`src/rtl/regfile_wb_arbiter.sv`:
```
// Arbitrates the single register-file write port between the pipeline (A) and a long-latency unit (B).
// Also tracks registers with outstanding long-latency writes and flags read hazards and WAW reissues.
module regfile_wb_arbiter #(
    parameter int unsigned STARVE_MAX = 4
) (
    input  logic        clk,
    input  logic        rst_n,
    input  logic        a_valid_i,
    input  logic [4:0]  a_addr_i,
    input  logic [31:0] a_data_i,
    output logic        a_ready_o,
    input  logic        b_valid_i,
    input  logic [4:0]  b_addr_i,
    input  logic [31:0] b_data_i,
    output logic        b_ready_o,
    input  logic        iss_set_i,
    input  logic [4:0]  iss_addr_i,
    input  logic [4:0]  rd_addr_1_i,
    input  logic [4:0]  rd_addr_2_i,
    output logic        hazard_o,
    output logic        rf_we_o,
    output logic [4:0]  rf_waddr_o,
    output logic [31:0] rf_wdata_o,
    output logic [31:0] pending_o,
    output logic        err_waw_o
);

    // state   | meaning
    // A_PRI   | pipeline has priority, B accumulates denied cycles
    // B_FORCE | B starved for STARVE_MAX cycles, A is held off
    typedef enum logic {
        A_PRI   = 1'b0,
        B_FORCE = 1'b1
    } arb_state_e;

    localparam logic [3:0] STARVE_MAX_C = 4'(STARVE_MAX);

    arb_state_e  state_q, state_d;
    logic [3:0]  starve_cnt_q, starve_cnt_d;
    logic        force_b;
    logic        a_xfer, b_xfer;

    logic        rf_we_q, rf_we_d;
    logic [4:0]  rf_waddr_q, rf_waddr_d;
    logic [31:0] rf_wdata_q, rf_wdata_d;
    logic [4:0]  wr_addr;
    logic [31:0] wr_data;

    logic [31:0] pending_q, pending_d;
    logic        err_waw_q, err_waw_d;
    logic        iss_cleared;

    assign force_b = (state_q == B_FORCE);

    always_comb begin
        a_ready_o = a_valid_i && !force_b;
        b_ready_o = b_valid_i && (!a_valid_i || force_b);
    end

    assign a_xfer = a_valid_i && a_ready_o;
    assign b_xfer = b_valid_i && b_ready_o;

    always_comb begin
        starve_cnt_d = starve_cnt_q;
        state_d      = state_q;
        if (!b_valid_i || b_xfer) begin
            starve_cnt_d = 4'd0;
        end else if (starve_cnt_q < STARVE_MAX_C) begin
            starve_cnt_d = starve_cnt_q + 4'd1;
        end
        case (state_q)
            A_PRI: begin
                if (starve_cnt_d == STARVE_MAX_C) state_d = B_FORCE;
            end
            B_FORCE: begin
                if (b_xfer || !b_valid_i) state_d = A_PRI;
            end
            default: state_d = A_PRI;
        endcase
    end

    // Writes to r0 complete the handshake but never reach the register file.
    always_comb begin
        wr_addr    = a_xfer ? a_addr_i : b_addr_i;
        wr_data    = a_xfer ? a_data_i : b_data_i;
        rf_we_d    = (a_xfer || b_xfer) && (wr_addr != 5'd0);
        rf_waddr_d = rf_we_d ? wr_addr : rf_waddr_q;
        rf_wdata_d = rf_we_d ? wr_data : rf_wdata_q;
    end

    // A new issue wins over a same-cycle return to the same register.
    always_comb begin
        pending_d   = pending_q;
        err_waw_d   = err_waw_q;
        iss_cleared = b_xfer && (b_addr_i == iss_addr_i);
        if (b_xfer) pending_d[b_addr_i] = 1'b0;
        if (iss_set_i && (iss_addr_i != 5'd0)) begin
            if (pending_q[iss_addr_i] && !iss_cleared) err_waw_d = 1'b1;
            pending_d[iss_addr_i] = 1'b1;
        end
        pending_d[0] = 1'b0;
    end

    always_ff @(posedge clk or negedge rst_n) begin
        if (!rst_n) begin
            state_q      <= A_PRI;
            starve_cnt_q <= 4'd0;
            rf_we_q      <= 1'b0;
            rf_waddr_q   <= 5'd0;
            rf_wdata_q   <= 32'd0;
            pending_q    <= 32'd0;
            err_waw_q    <= 1'b0;
        end else begin
            state_q      <= state_d;
            starve_cnt_q <= starve_cnt_d;
            rf_we_q      <= rf_we_d;
            rf_waddr_q   <= rf_waddr_d;
            rf_wdata_q   <= rf_wdata_d;
            pending_q    <= pending_d;
            err_waw_q    <= err_waw_d;
        end
    end

    assign hazard_o   = ((rd_addr_1_i != 5'd0) && pending_q[rd_addr_1_i]) ||
                        ((rd_addr_2_i != 5'd0) && pending_q[rd_addr_2_i]);
    assign rf_we_o    = rf_we_q;
    assign rf_waddr_o = rf_waddr_q;
    assign rf_wdata_o = rf_wdata_q;
    assign pending_o  = pending_q;
    assign err_waw_o  = err_waw_q;

endmodule

```
`config.mk`:
```
export PLATFORM = sky130hd
export DESIGN_NAME = regfile_wb_arbiter
export DESIGN_NICKNAME = d
export VERILOG_FILES = /design/src/rtl/regfile_wb_arbiter.sv
export SDC_FILE = /design/constraint.sdc
export NUM_CORES = 1
export LEC_CHECK = 0
export ABC_CLOCK_PERIOD_IN_PS = 3000
export BUFFER_PORTS_ARGS = -buffer_cell sky130_fd_sc_hd__buf_2
export CAP_MARGIN = 5
export CORE_ASPECT_RATIO = 1.1
export CORE_MARGIN = 10
export CORE_UTILIZATION = 40
export DETAILED_ROUTE_END_ITERATION = 7
export GPL_ROUTABILITY_DRIVEN = 0
export GPL_TIMING_DRIVEN = 0
export PLACE_DENSITY = 0.83
export SYNTH_ARGS = -nofsm -noshare
export SYNTH_HDL_FRONTEND = slang
export SYNTH_SLANG_ARGS = --single-unit
```
`constraint.sdc`:
```
create_clock -name clk -period 3 [get_ports clk]
set_input_delay 0.75 -clock clk [delete_from_list [all_inputs] [get_ports clk]]
set_output_delay 0.75 -clock clk [all_outputs]
set_load 0.03 [all_outputs]
```
; ---- Yosys cells after proc, flatten, opt, wreduce, memory -nomap -nowiden
; Index checks and enable logic that the tools add are counted.
[totals]
regBits = 75
out_inout_bits = 74
[op_classes]
muxes = 19
reduce_logical = 25
eq_ne = 2
bitwise = 4
magnitude_cmp = 7
addsub = 1
[ops]
columns = operator, count
row1 = $mux 32, 3
row2 = $and 32x32->32, 1
row3 = $not 32->32, 1
row4 = $or 32x32->32, 1
row5 = $lt 5x6->1 const B, 4
row6 = $reduce_bool 5->1, 4
row7 = $bmux 1 s5, 3
row8 = $logic_and 1x1->1, 12
row9 = $demux 1 s5, 2
row10 = $ge 5x1->1 const B, 2
row11 = $mux 4, 2
row12 = $mux 1, 7
row13 = $eq 5x5->1, 1
row14 = $mux 5, 1
row15 = $add 4x1->4 const B, 1
row16 = $eq 4x3->1 const B, 1
row17 = $logic_not 1->1, 4
row18 = $logic_or 1x1->1, 4
row19 = $lt 4x3->1 const B, 1
row20 = $pmux 1 s2, 1
row21 = $reduce_and 2->1, 1
row22 = $not 1->1, 1

; ---- Longest topological paths before layout
; Gate-level depths: netlist (run 1).
[logic_depth]
depth_word = 9
depth_mapped = 7

; ---- Worst setup path after synthesis (run 1)
; No wires, ideal clock.
[synth_path]
kind = in2out
startpoint = in rd_addr_2_i[1]
endpoint = out hazard_o
t_required_ns = 2.250
t_arrival_ns = 2.563
cell_stages = 5
path_slack_ns = -0.313
path_buffers = 1
path_cell_list = clkbuf_1 -> mux4_2 -> a41oi_1 -> o311ai_1 -> or4b_1
[synth_between]
elab_chain_len = 4
[synth_rtl]
columns = item, line_no
row1 = start: declaration, 19  ; input logic [4:0] rd_addr_2_i,
row2 = $bmux 1 s5, 125  ; ((rd_addr_2_i != 5'd0) && pending_q[rd_addr_2_i]);
row3 = $mux 1 (not written as such), 125
row4 = $logic_and 1x1->1 *, 125
row5 = $logic_or 1x1->1 *, 124  ; assign hazard_o = ((rd_addr_1_i != 5'd0) && pending_q[rd_addr_1_i]) ||
row6 = end: declaration, 20  ; output logic hazard_o,
; Mark *: on every way between the ends. The rest lies on a longest branch, timed or not. The select of a mux whose other input is x is not followed.

; ---- Worst setup path in the final report (run 1)
[layout_path]
startpoint = in rd_addr_2_i[0]
endpoint = out hazard_o
; Same word-level chain as after synthesis.

==> results of run 1 <==
-- state kept, by name, summed over array words and instances (netlist names) --
| name | flops |
|---|---|
| err_waw_o | 1 |
| rf_waddr_o | 5 |
| rf_we_o | 1 |
| pending_o | 31 |
| starve_cnt_q | 4 |
| force_b | 1 |
| rf_wdata_o | 32 |
-- per-stage QoR --
stage                util  std cells  hold slack, ns
detailed placement  0.502        754           0.479
CTS                 0.530        769           0.489
global placement    0.502        754           0.463
global route        0.530        769           0.504
floorplan               -        455           0.453
finish              0.530        769           0.492
-- Yosys cell counts, drive strengths merged, types with 2 or more instances --
cell	count	area share
mux2	4	0.011
dfrtp	75	0.45
nand4	2	0.0030
o311ai	2	0.0042
nor4	4	0.0060
a31oi	37	0.055
mux2i	15	0.036
o31ai	5	0.0089
xnor2	3	0.0063
o21ai	63	0.075
nor3	3	0.0036
buf	7	0.011
inv	4	0.0036
or3	3	0.0045
nor2	48	0.043
nand2	84	0.075
or4	2	0.0036
clkbuf	26	0.024
nand2b	5	0.0074
nor2b	6	0.0089
a21oi	2	0.0024
mux4	16	0.089
nand3	5	0.0060
or3b	3	0.0063
nand3b	11	0.020
xor2	3	0.0063
a221oi	2	0.0042
-- final cells by class --
cell class                 count  area (sq um)  share of cell area
clock buffer                  11           253              0.0461
timing repair buffer         156           790               0.144
buffer                        33           184              0.0335
multi-input combinational    343          2160               0.394
inverter                       4          15.0             0.00274
sequential                    75          1880               0.342
clock inverter                 4          26.3             0.00479
tap                          143           179              0.0326
-- logic make-up (layout without fill, tap and decap cells) --
| kind of cell | after synthesis | in the layout |
|---|---|---|
| simple gates | 182 | 182 |
| compound gates | 118 | 118 |
| flops | 75 | 75 |
| buf+inv | 37 | 208 |
| mux | 35 | 35 |
| xor+xnor | 6 | 6 |
| fa+ha+maj | 1 | 1 |
| other cells | 1 | 1 |
-- placed cells by master (no fill, tap or decap), types with 4 or more instances in the layout --
cell       count
a31oi_1       37
buf_2        157
clkbuf_1      22
clkbuf_16     10
dfrtp_1       75
inv_1          4
mux2i_1       15
mux4_2        14
nand2_1       84
nand2b_1       5
nand3_1        5
nand3b_1      11
nor2_1        48
nor2b_1        6
nor4_1         4
o21ai_0       61
o31ai_1        5
-- worst paths after layout --
kind                                           start                    endpoint  slack, ns  cells after the start
min reg2reg                starve_cnt_q[3]$_DFF_PN0_           force_b$_DFF_PN0_       0.49                      1
min in group asynchronous                      rst_n     pending_o[21]$_DFF_PN0_       0.56                      1
min                        starve_cnt_q[3]$_DFF_PN0_           force_b$_DFF_PN0_       0.49                      1
max in group asynchronous                      rst_n  rf_wdata_o[28]$_DFFE_PN0P_       1.84                      1
max                                   rd_addr_2_i[0]                    hazard_o      -0.27                      7
max reg2reg                        force_b$_DFF_PN0_      pending_o[7]$_DFF_PN0_       0.93                      7
-- where the power goes --
group / internal, W / switching (W) / leakage, nW
Clock: 0.000598 / 0.000397 / 0.137
Sequential: 0.00119 / 0.000213 / 0.886
Combinational: 0.000436 / 0.000762 / 1.47
Total: 0.00222 / 0.00137 / 2.49
-- per-layer routing --
metal | wire (microns) | up-vias | GRT usage
li1 | - | 1981 | -
met1 | 5930 | 2109 | 0.222
met2 | 6870 | 295 | 0.316
met3 | 2060 | 23 | 0.0987
met4 | 214 | 0 | 0.0553
met5 | 0 | - | 0
==> results.json, run 1 <==
{
  "synthesis.nets": 550,
  "timing.final.ws_setup_ns": -0.265,
  "synth_edf_count": 0,
  "track_usage": 0.195,
  "hold_viol_final": 0,
  "io_pins": 168,
  "antenna_found_initial": 0,
  "path_buf_inv": 2,
  "async_reset_ff_frac": 1.00,
  "grt_max_degree": 76,
  "peakVddDrop_mv": 0.340,
  "design_area_sq_um": 5490,
  "rsz0062_at_grt": "true",
  "max_freq_mhz": 306,
  "tns_ns": -0.265,
  "max_stage_delay_ns": 0.53,
  "min_period_ns": 3.27,
  "cts_sinks": 75,
  "port_buffers": 156,
  "cp_max_fo": 9,
  "hold_class": "reg -> reg",
  "endpoint_kind": "primary output",
  "violations": "negative setup slack",
  "grt_pass1_wl_microns": 24100,
  "nets": 717,
  "synth_xor_area_frac": 0.0125,
  "die_y_microns": 128,
  "avgSynthCellArea_sq_um": 9.24,
  "finalPower_w": 0.00359,
  "worst_path_max_delay_cell": "or4b_4",
  "criticalPathCategory": "in -> out",
  "die-width_microns": 118,
  "fin_crit_sh": 1.09,
  "power_density_nw_per_um2": 655,
  "syn-cell-area_sq_um": 4200,
  "via_count": 4408,
  "synth_compound_area_frac": 0.164,
  "final-setup-viol-count": 1,
  "cts_hold_buf": 0,
  "place_area_sq_um": 5190,
  "path_cells": "clkbuf_16, mux4_2, nor4bb_1, a41oi_1, o311ai_1, or4b_4, buf_6",
  "synth_warnings": 0,
  "startpoint_type": "primary input",
  "pre_cts_ws_ns": -0.300,
  "n_antenna_cell": 0,
  "synth_fa_ha_area_frac": 0.00298,
  "yosys_most_used_dff": "dfrtp_1",
  "firstDrtPassIters": 5,
  "fillerInstances": 947,
  "synth_top_family_by_area": "simple AND/OR/NAND/NOR gates",
  "ys_seq_area_frac": 0.447,
  "cts_made_buffers": 9,
  "start_util": 0.406,
  "yosys.area_share.simple": 0.199,
  "wl_per_cell_microns": 19.6,
  "antenna_left": 0,
  "synth_seq_cells": 75,
  "gr-total-overflow": 0,
  "cts_setup_buffers": 0,
  "relSlewSlack": 0.376,
  "dpl.hpwl_microns": 11700,
  "dr.first_iter.drc_count": 321,
  "totalWireLength_microns": 15100,
  "synth_cell_types": 48,
  "max_cap_violations": 0,
  "grt_pass1_vias": 4581,
  "drive_gt1_frac": 0.324,
  "synthMuxAreaShare": 0.136,
  "crit_family": "simple AND/OR/NAND/NOR gates",
  "drc_errors": 0,
  "clock_path_buffers": 2,
  "htree_levels": 3,
  "clockRootBuffer": "clkbuf_16",
  "cp_data_required_time_ns": 2.25,
  "syn_inst": 455,
  "rows": 39,
  "worst_pin_slew_ns": 0.936,
  "clkTransAtPathRegs_ns": 0.06,
  "power_leakage_nw": 2.49,
  "cts_resized": 5,
  "arrival_ns": 2.52,
  "routed_via_density": 5.73,
  "insertion_delay_ns": 0.34,
  "status": "complete, but fails checks",
  "die_area_sq_um": 15000,
  "area_delta_synth_final_pct": 30.6,
  "slew_violations": 0,
  "cts_tree": "built",
  "core_area_sq_um": 10300,
  "worst_clock_skew_ns": 0.00683
}
Note: power is estimated with default switching activity, not from simulation.
==> run 2, diff against run 1 <==
REMOVE_ABC_BUFFERS = 1   (was not set)
==> run 2 against run 1 <==
  * The flow still finishes with violations (negative setup slack)
  * Global-route usage shrank 0.80 points
  * Sequential power barely moved
  * Die area stayed put
  * First-iteration DRC count up 31%
  * Worst setup slack improved by 0.017 ns
  * Combinational power hardly changed
  * Critical path depth unchanged
  * Clock skew decreased by 0.0021 ns
  * Count of clock-buffer cells in the layout stayed put
  * Largest cell class unchanged
==> results.json, run 2 (same netlist as run 1, synthesis figures left out) <==
{
  "cp_max_fo": 3,
  "dpl.hpwl_microns": 10800,
  "grt_pass1_wl_microns": 23000,
  "tns_ns": -0.248,
  "grt_pass1_vias": 4396,
  "path_cells": "buf_12, mux4_2, mux2_4, nand3b_1, o311ai_1, or4b_4, buf_6",
  "port_buffers": 166,
  "cts_hold_buf": 0,
  "htree_levels": 3,
  "nets": 699,
  "clockRootBuffer": "clkbuf_16",
  "antenna_found_initial": 0,
  "violations": "negative setup slack",
  "p_comb_frac": 0.340,
  "totalWireLength_microns": 14500,
  "cts_sinks": 75,
  "dr.first_iter.drc_count": 422,
  "p_int_w": 0.00217,
  "clock_path_buffers": 2,
  "clockPowerShare": 0.266,
  "arrival_ns": 2.50,
  "layout_common_cells": "buf_2 (159), nand2_1 (83), dfrtp_1 (75)",
  "peakVddDrop_mv": 0.277,
  "io_pins": 168,
  "antenna_left": 0,
  "power_frac_seq": 0.394,
  "drive_gt1_frac": 0.346,
  "gr-total-overflow": 0,
  "die_area_sq_um": 15000,
  "rsz0062_at_grt": "true",
  "pre_cts_ws_ns": -0.715,
  "rows": 39,
  "design_area_sq_um": 5450,
  "max_stage_delay_ns": 0.53,
  "netSwitchingFraction": 0.382,
  "area_delta_synth_final_pct": 29.7,
  "power_density_nw_per_um2": 645,
  "largest_reg_flops": 32,
  "slew_violations": 0,
  "postLayoutCoreUtil": 0.527,
  "cp_data_required_time_ns": 2.25,
  "startpoint_type": "primary input",
  "status": "complete, but fails checks",
  "track_usage": 0.187,
  "min_period_ns": 3.25,
  "cts_tree": "built",
  "path_buf_inv": 2,
  "criticalPathCategory": "in -> out",
  "wl_per_cell_microns": 19.4,
  "fin_crit_sh": 1.08,
  "max_freq_mhz": 308,
  "switchingPower_w": 0.00134,
  "routed_via_density": 5.72,
  "place_area_sq_um": 5120,
  "relSlewSlack": 0.481,
  "final-setup-viol-count": 1,
  "clkTransAtPathRegs_ns": 0.05,
  "n_antenna_cell": 0,
  "crit_family": "multiplexers",
  "die-width_microns": 118,
  "grt_max_degree": 75,
  "hold_class": "in -> async",
  "power_leakage_nw": 2.47,
  "drc_errors": 0,
  "final_common_cell": "buf_2",
  "via_count": 4290,
  "worst_pin_slew_ns": 0.774,
  "start_util": 0.406,
  "insertion_delay_ns": 0.33,
  "worst_clock_skew_ns": 0.00473,
  "timing.final.ws_setup_ns": -0.248,
  "core_area_sq_um": 10300,
  "worst_path_max_delay_cell": "or4b_4",
  "max_cap_violations": 0,
  "cts_made_buffers": 9,
  "die_y_microns": 128,
  "endpoint_kind": "primary output",
  "hold_viol_final": 0,
  "firstDrtPassIters": 5
}
-- run 2: final cells by class --
| cell class | instances | area, sq um |
|---|---|---|
| clock buffer | 11 | 233 |
| clock inverter | 3 | 17.5 |
| fill | 922 | 4900 |
| inverter | 4 | 18.8 |
| multi-input combinational | 343 | 2180 |
| sequential | 75 | 1880 |
| tap | 143 | 179 |
| timing repair buffer | 169 | 932 |
| timing repair inverter | 2 | 10.0 |
-- run 2: power by group through the flow --
stage	sequential [W]	combinational [W]	clock (W)
6_report	0.00138	0.00119	0.000936
5_1_grt	0.00140	0.00128	0.00100
4_1_cts	0.00137	0.00120	0.000958
3_5_place_dp	0.00139	0.00117	0
3_3_place_gp	0.00138	0.00114	0
2_1_floorplan	0.00168	0.000401	0
-- run 2: final timing paths --
path,start,end,slack (ns),depth (start not counted)
hold reg to reg,starve_cnt_q[3]$_DFF_PN0_,force_b$_DFF_PN0_,0.51,1
hold / removal,rst_n,pending_o[13]$_DFF_PN0_,0.21,1
max in group asynchronous,rst_n,starve_cnt_q[2]$_DFF_PN0_,2.25,2
setup / recovery,rd_addr_1_i[1],hazard_o,-0.25,7
setup reg to reg,force_b$_DFF_PN0_,rf_wdata_o[1]$_DFFE_PN0P_,0.62,7
min in group clk,starve_cnt_q[3]$_DFF_PN0_,force_b$_DFF_PN0_,0.51,1
-- run 2: metrics by stage --
| stage | cells | power [W] | hold slack [ns] |
|---|---|---|---|
| after global routing | 750 | 0.00369 | 0.190 |
| after detailed placement | 733 | 0.00256 | 0.497 |
| after global placement | 731 | 0.00252 | 0.464 |
| after CTS | 750 | 0.00353 | 0.194 |
| final | 750 | 0.00352 | 0.208 |
| after floorplan | 422 | 0.00208 | 0.453 |
-- run 2: metal layers --
metal | share of wire | global-route usage | wire, microns
met2 | 0.46 | 0.300 | 6630
met4 | 0.022 | 0.0691 | 326
met5 | 0 | 0 | 0
met3 | 0.14 | 0.0947 | 2000
met1 | 0.38 | 0.210 | 5580
-- run 2: repair_timing --
| item | in CTS | in global routing |
|---|---|---|
| setup buffers | 1 | 0 |
| pin swaps | 3 | 0 |
| gates resized for setup | 18 | 2 |
| gates cloned | 2 | 0 |
| endpoints found under the setup margin | 38 | 1 |
